`src/rtl/dpe_pcap_arb_pkg.sv`:
```
// Shared types for the DPE PCAP capture arbiter.
// Beat fields are sized for the widest tap and trimmed at the ports.
package dpe_pcap_arb_pkg;

  localparam int MAX_PORTS = 16;
  localparam int MAX_DW    = 128;
  localparam int MAX_KW    = MAX_DW / 8;
  localparam int MAX_IW    = 4;

  typedef enum logic {
    ARB_IDLE,
    ARB_PASS
  } arb_state_t;

  typedef struct packed {
    logic [MAX_DW-1:0] data;
    logic [MAX_KW-1:0] keep;
    logic              last;
    logic [MAX_IW-1:0] id;
  } beat_t;

  // Lowest requester above last, else wrap to lowest requester overall.
  function automatic logic [MAX_IW-1:0] rr_next(
    input logic [MAX_PORTS-1:0] req,
    input logic [MAX_IW-1:0]    last
  );
    logic [MAX_PORTS-1:0] hi;
    logic [MAX_PORTS-1:0] pick;
    hi   = req & ~((MAX_PORTS'(2) << last) - MAX_PORTS'(1));
    pick = (|hi) ? hi : req;
    rr_next = '0;
    for (int i = MAX_PORTS - 1; i >= 0; i--) begin
      if (pick[i]) rr_next = MAX_IW'(i);
    end
  endfunction

endpackage

```
`src/rtl/axis_skid_buf.sv`:
```
// Two-entry register buffer; outputs come straight from the head entry.
// Ready is "spare entry free", so it never depends on m_ready.
module axis_skid_buf #(
  parameter int W = 8
) (
  input  logic         clk,
  input  logic         rst,
  input  logic [W-1:0] s_data,
  input  logic         s_valid,
  output logic         s_ready,
  output logic [W-1:0] m_data,
  output logic         m_valid,
  input  logic         m_ready
);

  logic [W-1:0] head;
  logic [W-1:0] spare;
  logic         head_v;
  logic         spare_v;
  logic         push;

  assign s_ready = !spare_v;
  assign push    = s_valid && s_ready;
  assign m_data  = head;
  assign m_valid = head_v;

  always_ff @(posedge clk) begin
    if (!rst) begin
      head    <= '0;
      spare   <= '0;
      head_v  <= 1'b0;
      spare_v <= 1'b0;
    end else if (head_v && m_ready) begin
      if (spare_v) begin
        head    <= spare;
        spare_v <= push;
        if (push) spare <= s_data;
      end else begin
        head_v <= push;
        if (push) head <= s_data;
      end
    end else if (push) begin
      if (!head_v) begin
        head   <= s_data;
        head_v <= 1'b1;
      end else begin
        spare   <= s_data;
        spare_v <= 1'b1;
      end
    end
  end

endmodule

```
`src/rtl/dpe_pcap_arbiter.sv`:
```
// Packet-level round-robin arbiter feeding the shared PCAP writer.
// A grant is held from first beat to tlast; one bubble per packet.
module dpe_pcap_arbiter
  import dpe_pcap_arb_pkg::*;
#(
  parameter int NUM_PORTS  = 4,
  parameter int DATA_WIDTH = 128,
  parameter int KEEP_WIDTH = DATA_WIDTH / 8,
  parameter int CNT_WIDTH  = 32,
  parameter int ID_WIDTH   = (NUM_PORTS > 1) ? $clog2(NUM_PORTS) : 1
) (
  input  logic                            clk,
  input  logic                            rst,
  input  logic [NUM_PORTS*DATA_WIDTH-1:0] s_tdata,
  input  logic [NUM_PORTS*KEEP_WIDTH-1:0] s_tkeep,
  input  logic [NUM_PORTS-1:0]            s_tvalid,
  input  logic [NUM_PORTS-1:0]            s_tlast,
  output logic [NUM_PORTS-1:0]            s_tready,
  output logic [DATA_WIDTH-1:0]           m_tdata,
  output logic [KEEP_WIDTH-1:0]           m_tkeep,
  output logic                            m_tvalid,
  output logic                            m_tlast,
  output logic [ID_WIDTH-1:0]             m_tid,
  input  logic                            m_tready,
  output logic [NUM_PORTS*CNT_WIDTH-1:0]  pkt_count,
  output logic                            busy
);

  arb_state_t            state;
  logic [MAX_IW-1:0]     grant;
  logic [MAX_IW-1:0]     last_grant;
  logic [CNT_WIDTH-1:0]  cnt [NUM_PORTS];
  logic [MAX_PORTS-1:0]  req;
  logic                  sel_valid;
  logic                  sel_last;
  logic [DATA_WIDTH-1:0] sel_data;
  logic [KEEP_WIDTH-1:0] sel_keep;
  logic                  buf_ready;
  logic                  acc;
  beat_t                 in_beat;
  beat_t                 out_beat;
  logic                  unused_bits;

  always_comb begin
    req       = '0;
    req[NUM_PORTS-1:0] = s_tvalid;
    sel_valid = 1'b0;
    sel_last  = 1'b0;
    sel_data  = '0;
    sel_keep  = '0;
    s_tready  = '0;
    for (int p = 0; p < NUM_PORTS; p++) begin
      if (grant == MAX_IW'(p)) begin
        sel_valid   = s_tvalid[p];
        sel_last    = s_tlast[p];
        sel_data    = s_tdata[p*DATA_WIDTH +: DATA_WIDTH];
        sel_keep    = s_tkeep[p*KEEP_WIDTH +: KEEP_WIDTH];
        s_tready[p] = (state == ARB_PASS) && buf_ready;
      end
    end
  end

  assign acc = (state == ARB_PASS) && sel_valid && buf_ready;

  always_comb begin
    in_beat = '0;
    in_beat.data[DATA_WIDTH-1:0] = sel_data;
    in_beat.keep[KEEP_WIDTH-1:0] = sel_keep;
    in_beat.last = sel_last;
    in_beat.id   = grant;
  end

  axis_skid_buf #(
    .W($bits(beat_t))
  ) u_skid (
    .clk     (clk),
    .rst     (rst),
    .s_data  (in_beat),
    .s_valid (acc),
    .s_ready (buf_ready),
    .m_data  (out_beat),
    .m_valid (m_tvalid),
    .m_ready (m_tready)
  );

  always_ff @(posedge clk) begin
    if (!rst) begin
      state      <= ARB_IDLE;
      grant      <= '0;
      last_grant <= MAX_IW'(NUM_PORTS - 1);
      for (int p = 0; p < NUM_PORTS; p++) cnt[p] <= '0;
    end else begin
      unique case (state)
        ARB_IDLE: begin
          if (|s_tvalid) begin
            grant <= rr_next(req, last_grant);
            state <= ARB_PASS;
          end
        end
        ARB_PASS: begin
          if (acc && sel_last) begin
            last_grant <= grant;
            state      <= ARB_IDLE;
          end
        end
        default: state <= ARB_IDLE;
      endcase
      for (int p = 0; p < NUM_PORTS; p++) begin
        if (acc && sel_last && grant == MAX_IW'(p)) cnt[p] <= cnt[p] + 1'b1;
      end
    end
  end

  for (genvar p = 0; p < NUM_PORTS; p++) begin : g_cnt
    assign pkt_count[p*CNT_WIDTH +: CNT_WIDTH] = cnt[p];
  end

  if (NUM_PORTS == 1) begin : g_tid1
    assign m_tid = '0;
  end else begin : g_tidn
    assign m_tid = out_beat.id[ID_WIDTH-1:0];
  end

  assign m_tdata = out_beat.data[DATA_WIDTH-1:0];
  assign m_tkeep = out_beat.keep[KEEP_WIDTH-1:0];
  assign m_tlast = out_beat.last;
  assign busy    = (state == ARB_PASS) || m_tvalid;

  // Padding bits of the shared beat type beyond this instance's widths.
  assign unused_bits = ^{out_beat.data >> DATA_WIDTH,
                         out_beat.keep >> KEEP_WIDTH,
                         out_beat.id >> ID_WIDTH};

endmodule

```
`config.mk`:
```
export PLATFORM = sky130hd
export DESIGN_NAME = dpe_pcap_arbiter
export DESIGN_NICKNAME = d
export VERILOG_FILES = /design/src/rtl/dpe_pcap_arb_pkg.sv /design/src/rtl/axis_skid_buf.sv /design/src/rtl/dpe_pcap_arbiter.sv
export SDC_FILE = /design/constraint.sdc
export NUM_CORES = 1
export LEC_CHECK = 0
export ABC_CLOCK_PERIOD_IN_PS = 4500
export BUFFER_PORTS_ARGS = -buffer_cell sky130_fd_sc_hd__buf_2
export CELL_PAD_IN_SITES_DETAIL_PLACEMENT = 0
export CELL_PAD_IN_SITES_GLOBAL_PLACEMENT = 2
export CORE_AREA = 3 3 335 337
export DETAILED_ROUTE_END_ITERATION = 16
export DIE_AREA = 0 0 338 340
export PLACE_DENSITY_LB_ADDON = 0.08
export SKIP_LAST_GASP = 1
export SLEW_MARGIN = 20
export SYNTH_ARGS = -nofsm -noshare
export SYNTH_HDL_FRONTEND = slang
export SYNTH_HIERARCHICAL = 1
export SYNTH_SLANG_ARGS = --single-unit
export TNS_END_PERCENT = 5
```
`constraint.sdc`:
```
create_clock -name clk -period 4.5 [get_ports clk]
set_input_delay 0.9 -clock clk [delete_from_list [all_inputs] [get_ports clk]]
set_output_delay 0.9 -clock clk [all_outputs]
set_load 0.005 [all_outputs]
```
Word level (Yosys, flattened, before mapping)
Memory sizes are Yosys's and may differ from the RTL's.
Index checks and enable logic that the tools add are counted.
{"block": "totals", "reg_bits": 309, "ram_bits": 128, "input_bits": 587, "out_inout_bits": 281, "mem_count": 1}
{"block": "classes", "add_sub_neg": 5, "n_eq_ne": 7, "shifts": 1, "n_mux": 73, "bitwise_logic": 7, "reduce_logical": 24}
{"memory": "cnt", "depth": 4, "word_bits": 32, "rd": 4, "rd_ports_with_merged_regs": 0, "wr": 4, "line_no": "dpe_pcap_arbiter.sv:32", "source": "logic [CNT_WIDTH-1:0] cnt [NUM_PORTS];"}
{"operator": "149-bit two-way mux", "count": 9}
{"operator": "128-bit two-way mux", "count": 4}
{"operator": "32-bit by 1-bit adder with 32-bit output (second input constant)", "count": 4}
{"operator": "32-bit two-way mux", "count": 4}
{"operator": "16-bit two-way mux", "count": 5}
{"operator": "4-bit two-way mux", "count": 16}
{"operator": "1-bit two-way mux", "count": 34}
{"operator": "4-bit by 16-bit AND with 16-bit output", "count": 1}
{"operator": "16-bit inverter", "count": 1}
{"operator": "16-bit OR reduction", "count": 1}
{"operator": "2-bit by 4-bit << shifter with 16-bit output (first input constant)", "count": 1}
{"operator": "16-bit by 1-bit subtractor with 16-bit output (second input constant)", "count": 1}
{"operator": "1-bit logical AND", "count": 10}
{"operator": "4-bit by 2-bit == test with 1-bit output (second input constant)", "count": 2}
{"operator": "2-bit AND reduction", "count": 4}
{"operator": "2-bit inequality test (second input constant)", "count": 3}
{"operator": "2-bit nonzero test", "count": 3}
{"operator": "4-bit by 1-bit == test with 1-bit output (second input constant)", "count": 1}
{"operator": "4-bit zero test", "count": 1}
{"operator": "1-bit bitwise OR", "count": 4}
{"operator": "4-bit AND reduction", "count": 1}
{"operator": "4-bit OR reduction", "count": 1}
{"operator": "3-bit AND reduction", "count": 1}
{"operator": "2-bit by 1-bit inequality test with 1-bit output (second input constant)", "count": 1}
{"operator": "4 further kinds", "count": 4}

Depth between registers and ports, before layout
Gate-level depths: netlist of the first run.
{"block": "logic_depth", "word_depth": 22, "mapped_depth": 11}

Cells and area by module
Netlist of the first run, hierarchy kept.
{"mod": "axis_skid_buf", "instances": 1, "cells_per_inst": 1176, "area_per_inst_um2": 11385.9, "seq_area_each_um2": 6005.8}
{"mod": "dpe_pcap_arbiter", "instances": 1, "cells_per_inst": 871, "area_per_inst_um2": 10593.9, "seq_area_each_um2": 3943.8}

Worst setup path after synthesis of the first run
Ideal clock, no wire load.
{"block": "synth_path", "kind": "input -> register", "from": "input port s_tlast[3]", "to": "memory cnt[0][0] (enable)", "setup_time_ns": 0.470, "arrival_time_ns": 3.902, "t_required_ns": 4.030, "path_slack_ns": 0.128, "path_stages": 4, "n_path_buf": 0, "path_cell_list": "mux2i_1 -> mux2i_1 -> o2111ai_1 -> o31ai_1"}
{"element": "start, declared", "line_no": "dpe_pcap_arbiter.sv:17", "source": "input logic [NUM_PORTS-1:0] s_tlast,"}
{"element": "end, declared", "line_no": "dpe_pcap_arbiter.sv:32"}

Worst setup path in the final report of the first run
{"block": "layout_path", "from": "register grant[1]", "to": "output port s_tready[2]"}
{"block": "layout_via", "elab_chain_len": 2}
{"element": "start, declared", "line_no": "dpe_pcap_arbiter.sv:30", "source": "logic [MAX_IW-1:0] grant;"}
{"element": "start signal, assigned", "line_no": "dpe_pcap_arbiter.sv:96", "source": "grant <= rr_next(req, last_grant);"}
{"element": "4-bit by 2-bit == test with 1-bit output", "line_no": "dpe_pcap_arbiter.sv:53", "source": "if (grant == MAX_IW'(p)) begin"}
{"element": "1-bit two-way mux", "line_no": "dpe_pcap_arbiter.sv:53"}
{"element": "end, declared", "line_no": "dpe_pcap_arbiter.sv:18", "source": "output logic [NUM_PORTS-1:0] s_tready,"}
No other way between the ends.

==> flow_metrics.tcl, run 1 <==
set metrics [dict create \
    grt_pass1_vias 20330 \
    num-fill-cells 11618 \
    portBuffers 867 \
    synth_area_um2 21830 \
    clkSlewWorstSetupHoldPaths_ns 0.06 \
    setup-tns-final_ns 0 \
    layout-drive-gt1-share 0.4209 \
    startpoint_type "flip-flop" \
    grt-ovfl-total 0 \
    maxCapViolCount 0 \
    cts.path.max_buffers 3 \
    rows 121 \
    cts_max_level 2 \
    place_congestion 0.7839 \
    postCtsResizedCells 0 \
    cts-hold-fix-buffers 0 \
    routed_wl_mm 100.1 \
    avgSynthCellArea_um2 10.74 \
    drt-initial-drc-count 951 \
    path_class "flip-flop to output pin" \
    max-vdd-ir-drop_mv 0.2924 \
    regArea_um2 9877 \
    cp_max_fo 33 \
    drt_pass1_iterations 5 \
    status "complete, no violations" \
    endpoint_kind "output pin" \
    rsz0062_at_grt "no" \
    slew_violations 0 \
    drc 0 \
    relSlewSlack 0.2789 \
    wl_per_cell_um 23.01 \
    finClkSkew_ns 0.01764 \
    worst_pin_slew_ns 1.082 \
    hp-class "flip-flop to flip-flop" \
    dp_hpwl_mm 72.11 \
    die_h_um 340 \
    worstPathRequired_ns 3.60 \
    syn2layout_area_growth_pct 35.84 \
    placeableCoreArea_um2 109200 \
    fp.dieW_um 338 \
    synth_nets 2623 \
    root_buffer "clkbuf_16" \
    leakage_nw 11.41 \
    ys_warn_count 6 \
    grt_pass1_wl_mm 142.2 \
    min_period_ns 3.248 \
    post-route-period-util 0.7218 \
    vias_per_cell 4.536 \
    dpl_worst_slack_ns 1.171 \
    clock_sinks 429 \
    grt_usage 0.1656 \
    multi_input_area_um2 11110 \
    final-setup-viol-count 0 \
    routed-via-count 19739 \
    io_pins 868 \
    grt_max_degree 148 \
    fin_ws_ns 1.252 \
    critical_path_arrival_ns 2.35 \
    syn_inst 2032 \
    fin_nets 3413 \
    cts_buffers 56 \
    postCtsSetupBuffers 0 \
    clk_latency_ns 0.63 \
    die_area_um2 114900 \
    clock.fmax_mhz 307.9 \
    powerDensity_nw_per_um2 380.2 \
    ant_nets 0 \
    initial_core_util 0.2000 \
    tritoncts "done" \
    total_power_mw 11.28 \
    antenna_found_initial 16 \
    hold_viol_final 0 \
]
## cell usage in the layout, fill, tap and decap left out, types with 16 or more instances in the layout
| cell type | instances |
|---|---|
| xnor2_1 | 37 |
| o221a_2 | 37 |
| o221a_1 | 110 |
| nand3_1 | 56 |
| mux4_2 | 144 |
| buf_2 | 866 |
| o21a_1 | 147 |
| dfxtp_1 | 299 |
| clkbuf_8 | 16 |
| edfxtp_1 | 128 |
| nor2_1 | 145 |
| and3_1 | 20 |
| nand2_1 | 337 |
| xor2_1 | 77 |
| a21oi_1 | 156 |
| nand4_1 | 39 |
| clkbuf_16 | 57 |
| inv_1 | 19 |
| buf_4 | 29 |
## final timing paths
kind,cells after the start,slack [ns],endpoint,start
worst min-delay path,2,0.45,u_skid/spare[59]$_SDFFE_PN0P_,u_skid/spare[59]$_SDFFE_PN0P_
worst min register to register,2,0.45,u_skid/spare[59]$_SDFFE_PN0P_,u_skid/spare[59]$_SDFFE_PN0P_
worst max-delay path,4,1.25,s_tready[2],grant[1]$_SDFFE_PN0P_
worst max register to register,4,1.39,u_skid/m_data[27]$_SDFFE_PN0P_,grant[0]$_SDFFE_PN0P_
## state kept, by name, indices dropped and copies added (netlist names)
name	count
u_skid/spare_v	1
cnt	128
u_skid/m_data	147
u_skid/m_valid	1
u_skid/spare	147
last_grant	2
grant	2
state	1
## final cells by class
class | instances | area share
antenna | 6 | 0.0005062
timing repair buffer | 906 | 0.1606
clock inverter | 22 | 0.009408
clock buffer | 84 | 0.05691
inverter | 20 | 0.002700
sequential | 429 | 0.3330
multi-input combinational | 1409 | 0.3746
tap | 1476 | 0.06227
## report_power, final
part | switching [mW] | internal (mW)
sequential | 0.203 | 4.24
combinational | 1.09 | 0.952
clock | 1.86 | 2.93
## through the flow
step / hold slack (ns) / cells / util / area (µm²)
after floorplan: 0.4366 / 2032 / - / 21830
after global placement: 0.4413 / 4240 / 0.2535 / 27670
after detailed placement: 0.4469 / 4240 / 0.2536 / 27680
after CTS: 0.4554 / 4346 / 0.2716 / 29640
after global routing: 0.4689 / 4347 / 0.2716 / 29650
final: 0.4548 / 4352 / 0.2717 / 29660
## per-layer routing
layer,routed length [µm],track usage,up-vias
li1,-,-,9194
met1,39550,0.1926,9784
met2,51510,0.3018,647
met3,7130,0.04333,110
met4,1908,0.03687,4
met5,23,0,-
## critical path, stage by stage, from the launching register on
cell and delay, ns:
dfxtp_4 0.51, buf_4 0.52, nand2b_1 0.19, nor2_1 0.30, buf_2 0.19
(Power assumes the default switching activity.)
==> run 2: changes to the inputs <==
--- a/config.mk
+++ b/config.mk
@@ -5,13 +5,13 @@
 export SDC_FILE = /design/constraint.sdc
 export NUM_CORES = 1
 export LEC_CHECK = 0
-export ABC_CLOCK_PERIOD_IN_PS = 4500
+export ABC_CLOCK_PERIOD_IN_PS = 3400
 export BUFFER_PORTS_ARGS = -buffer_cell sky130_fd_sc_hd__buf_2
 export CELL_PAD_IN_SITES_DETAIL_PLACEMENT = 0
 export CELL_PAD_IN_SITES_GLOBAL_PLACEMENT = 2
-export CORE_AREA = 3 3 335 337
+export CORE_AREA = 3 3 337 339
 export DETAILED_ROUTE_END_ITERATION = 16
-export DIE_AREA = 0 0 338 340
+export DIE_AREA = 0 0 340 342
 export PLACE_DENSITY_LB_ADDON = 0.08
 export SKIP_LAST_GASP = 1
 export SLEW_MARGIN = 20
==> constraint.sdc (replaced) <==
create_clock -name clk -period 3.4 [get_ports clk]
set_input_delay 0.68 -clock clk [delete_from_list [all_inputs] [get_ports clk]]
set_output_delay 0.68 -clock clk [all_outputs]
set_load 0.005 [all_outputs]
==> run 2 against run 1 <==
Core utilization fell by 0.35 points. Clock skew rose by 0.0047 ns. Setup slack got worse by 0.52 ns. Count of clock-buffer cells in the layout rose by 2. Final area barely moved.
==> flow_metrics.tcl, run 2 (synthesized netlist as in run 1, its figures left out) <==
set metrics [dict create \
    finClkSkew_ns 0.02239 \
    rsz0062_at_grt "no" \
    die_area_um2 116300 \
    place_area_um2 27820 \
    io_pins 868 \
    cts_max_level 2 \
    powerDensity_nw_per_um2 490.8 \
    total_power_mw 14.57 \
    drt_pass1_iterations 5 \
    initial_core_util 0.1973 \
    worst_pin_slew_ns 0.8579 \
    leakage_nw 11.42 \
    syn2layout_area_growth_pct 35.97 \
    endpoint_kind "output pin" \
    drt-initial-drc-count 1063 \
    hp-class "input port to flip-flop" \
    dp_hpwl_mm 71.02 \
    final_common_cell "buf_2" \
    path_class "flip-flop to output pin" \
    min_period_ns 2.670 \
    fin_area_um2 29690 \
    clock.fmax_mhz 374.5 \
    fp.dieW_um 340 \
    finalNonFillerCells 4370 \
    root_buffer "clkbuf_16" \
    die_h_um 342 \
    setup-tns-final_ns 0 \
    clkSlewWorstSetupHoldPaths_ns 0.06 \
    final-setup-viol-count 0 \
    postCtsSetupBuffers 0 \
    place_congestion 0.8556 \
    grt-ovfl-total 0 \
    wl_per_cell_um 22.52 \
    antenna_found_initial 16 \
    hold_viol_final 0 \
    post-route-period-util 0.7854 \
    postCtsResizedCells 0 \
    max-vdd-ir-drop_mv 0.3351 \
    cts-hold-fix-buffers 0 \
    dpl_worst_slack_ns 0.4352 \
    cts_buffers 55 \
    critical_path_arrival_ns 1.99 \
    slew_violations 0 \
    rows 122 \
    placeableCoreArea_um2 110700 \
    grt_pass1_wl_mm 140.2 \
    drc 0 \
    routed_wl_mm 98.39 \
    grt_usage 0.1603 \
    worstPathRequired_ns 2.72 \
    clk_latency_ns 0.63 \
    fin_nets 3419 \
    portBuffers 867 \
    fin_ws_ns 0.7297 \
    startpoint_type "flip-flop" \
    ant_nets 0 \
    clock_sinks 429 \
    final_cell_mix "buf_2 (866), nand2_1 (337), dfxtp_1 (299), a21oi_1 (156), o21a_1 (147)" \
    cp_max_fo 85 \
    status "complete, no violations" \
    grt_pass1_vias 20352 \
    maxCapViolCount 0 \
    routed-via-count 19698 \
    tritoncts "done" \
    grt_max_degree 105 \
    dp_cells 4259 \
    vias_per_cell 4.508 \
    relSlewSlack 0.4237 \
    layout-drive-gt1-share 0.4212 \
    cts.path.max_buffers 3 \
]
==> run 2: changes by cell type in the layout (fill, tap and decap cells not counted), moves of 2 or more <==
cell       change
buf_12         +6
bufinv_16      -5
clkinv_2       +4
diode_2        +3
clkbuf_16      +2
clkinv_4       -2
inv_6          -2
==> run 2: metrics by stage <==
step | hold slack [ns] | util
after CTS | 0.3334 | 0.2680
after global routing | 0.3711 | 0.2682
after global placement | 0.4415 | 0.2514
after floorplan | 0.4366 | -
after detailed placement | 0.4466 | 0.2514
final | 0.4077 | 0.2682
==> run 2: final cells by class <==
class | count | area [µm²]
Timing Repair Buffer | 913 | 4891
Tap cell | 1488 | 1862
Sequential cell | 429 | 9877
Multi-Input combinational cell | 1409 | 11110
Clock buffer | 86 | 1728
Antenna cell | 9 | 22.52
Clock inverter | 16 | 113.9
Fill cell | 11804 | 80980
Inverter | 20 | 80.08
==> run 2: worst paths after layout <==
path	start	end	slack, ns	cells past startpoint
max	grant[0]$_SDFFE_PN0P_	s_tready[2]	0.73	4
min	m_tready	u_skid/spare_v$_SDFFE_PN0P_	0.41	2
max reg2reg	u_skid/spare_v$_SDFFE_PN0P_	u_skid/m_data[79]$_SDFFE_PN0P_	0.82	8
min reg2reg	u_skid/spare[20]$_SDFFE_PN0P_	u_skid/spare[20]$_SDFFE_PN0P_	0.45	2
==> run 2: critical path: stages (launching register included) <==
cell and delay (ns):
dfxtp_4 0.46, buf_12 0.40, nand2b_1 0.28, nor2_1 0.06, buf_2 0.15
==> run 2: where the power goes <==
part | switching (mW) | internal (mW) | total, mW
combinational | 1.43 | 1.27 | 2.70
sequential | 0.277 | 5.62 | 5.89
clock | 2.42 | 3.55 | 5.97
==> run 2: layer usage <==
metal / GRT usage / up-vias / share of wire
met2: 0.2830 / 643 / 0.50
met4: 0.05515 / 4 / 0.029
met3: 0.04286 / 126 / 0.066
met1: 0.1868 / 9725 / 0.40
li1: - / 9200 / -
met5: 0 / - / 0.00021
==> run 3: changes to the inputs <==
--- a/config.mk
+++ b/config.mk
@@ -5,7 +5,7 @@
 export SDC_FILE = /design/constraint.sdc
 export NUM_CORES = 1
 export LEC_CHECK = 0
-export ABC_CLOCK_PERIOD_IN_PS = 3400
+export ABC_CLOCK_PERIOD_IN_PS = 2600
 export BUFFER_PORTS_ARGS = -buffer_cell sky130_fd_sc_hd__buf_2
 export CELL_PAD_IN_SITES_DETAIL_PLACEMENT = 0
 export CELL_PAD_IN_SITES_GLOBAL_PLACEMENT = 2
==> constraint.sdc (replaced) <==
create_clock -name clk -period 2.6 [get_ports clk]
set_input_delay 0.52 -clock clk [delete_from_list [all_inputs] [get_ports clk]]
set_output_delay 0.52 -clock clk [all_outputs]
set_load 0.005 [all_outputs]
==> run 3 against run 2 <==
Sequential cell count unchanged. Combinational power increased by 35%. Critical endpoint is now u_skid/m_data[146]$_SDFFE_PN0P_. Count of clock-buffer cells in the layout increased by 9.
==> flow_metrics.tcl, run 3 (synthesized netlist as in run 1, its figures left out) <==
set metrics [dict create \
    total_power_mw 19.07 \
    place_congestion 0.8208 \
    clock_sinks 429 \
    dp_hpwl_mm 74.28 \
    wl_per_cell_um 22.75 \
    cp_max_fo 40 \
    powerDensity_nw_per_um2 632.0 \
    grt-ovfl-total 0 \
    die_area_um2 116300 \
    multi_input_area_um2 11100 \
    fin_nets 3456 \
    grt_usage 0.1649 \
    vias_per_cell 4.523 \
    critical_path_arrival_ns 2.91 \
    max-vdd-ir-drop_mv 0.5093 \
    worstPathRequired_ns 3.16 \
    antenna_found_initial 28 \
    tritoncts "done" \
    clock.fmax_mhz 425.2 \
    cts_max_level 2 \
    die_h_um 342 \
    clkSlewWorstSetupHoldPaths_ns 0.06 \
    post-route-util 0.2726 \
    hold_viol_final 0 \
    min_period_ns 2.352 \
    rows 122 \
    final-setup-viol-count 0 \
    status "complete, no violations" \
    grt_pass1_vias 20681 \
    relSlewSlack 0.4164 \
    routed-via-count 19940 \
    routed_wl_mm 100.3 \
    drt_pass1_iterations 5 \
    layout-drive-gt1-share 0.4248 \
    slew_violations 0 \
    placeableCoreArea_um2 110700 \
    hp-class "input port to flip-flop" \
    post-route-period-util 0.9046 \
    cts_buffers 56 \
    dpl_worst_slack_ns -0.1112 \
    final_common_cell "buf_2" \
    final_cell_mix "buf_2 (866), nand2_1 (337), dfxtp_1 (299), a21oi_1 (156), o21a_1 (147)" \
    num-fill-cells 11856 \
    regArea_um2 9877 \
    maxCapViolCount 0 \
    startpoint_type "flip-flop" \
    worst_pin_slew_ns 0.8755 \
    fin_ws_ns 0.2481 \
    endpoint_kind "flip-flop" \
    root_buffer "clkbuf_16" \
    drt-initial-drc-count 1033 \
    drc 0 \
    io_pins 868 \
    path_class "flip-flop to flip-flop" \
    grt_pass1_wl_mm 143.9 \
    initial_core_util 0.1973 \
    finClkSkew_ns 0.02803 \
    leakage_nw 11.67 \
    ant_nets 0 \
    syn2layout_area_growth_pct 38.17 \
    clk_latency_ns 0.63 \
    cts.path.max_buffers 3 \
    fp.dieW_um 340 \
    grt_max_degree 136 \
    portBuffers 867 \
    rsz0062_at_grt "no" \
]
[run 3: per-layer routing]
metal / wire length (µm) / up-vias / track usage / share of wire
met5: 38 / - / 0 / 0.00038
met4: 2382 / 6 / 0.05045 / 0.024
met3: 6292 / 136 / 0.04108 / 0.063
met2: 50840 / 649 / 0.2933 / 0.51
met1: 40740 / 9863 / 0.1948 / 0.41
li1: - / 9286 / - / -
[run 3: critical path: stages, from the launching register on]
cell,delay [ns]
dfxtp_4,0.39
nor2b_1,0.16
a21o_1,0.13
o21ai_0,0.10
nor2_1,0.18
nor2b_1,0.38
o21a_4,0.23
buf_12,0.15
buf_12,0.24
o221a_2,0.23
[run 3: through the flow]
stage	hold slack, ns	TNS (ns)	cells	cell area [µm²]
2_1_floorplan	0.4366	-49.29	2032	21840
3_5_place_dp	0.4468	-4.203	4292	28280
6_report	0.2182	0	4409	30170
5_1_grt	0.1906	0	4406	30160
3_3_place_gp	0.4414	-5.320	4292	28280
4_1_cts	0.1422	0	4397	30100
[run 3: path summary, 6_finish.rpt]
kind	startpoint	end	slack (ns)	depth (start not counted)
min	m_tready	u_skid/spare_v$_SDFFE_PN0P_	0.22	2
max reg2reg	grant[0]$_SDFFE_PN0P_	u_skid/m_data[146]$_SDFFE_PN0P_	0.25	9
min reg2reg	u_skid/spare[53]$_SDFFE_PN0P_	u_skid/spare[53]$_SDFFE_PN0P_	0.45	2
max	grant[0]$_SDFFE_PN0P_	u_skid/m_data[146]$_SDFFE_PN0P_	0.25	9
[run 3: area by class of cell]
type	count	share of cell area
Sequential cell	429	0.3274
Tap cell	1488	0.06171
Timing Repair Buffer	949	0.1796
Inverter	20	0.002654
Clock buffer	95	0.05703
Antenna cell	9	0.0007465
Multi-Input combinational cell	1409	0.3679
Clock inverter	10	0.002945
[run 3: where the power goes]
| group | internal, mW | switching [mW] | total (mW) |
|---|---|---|---|
| registers | 7.35 | 0.341 | 7.69 |
| clock network | 4.57 | 3.16 | 7.73 |
| logic | 1.77 | 1.88 | 3.65 |
| total | 13.7 | 5.38 | 19.1 |
[run 3: what timing repair did]
action / 4_1_cts / 5_1_grt
cloned: 0 / 0
setup buffers: 0 / 3
pin swaps: 0 / 1
setup endpoints to repair: 1 / 57
gates resized for setup: 1 / 0
hold buffers: 0 / 0
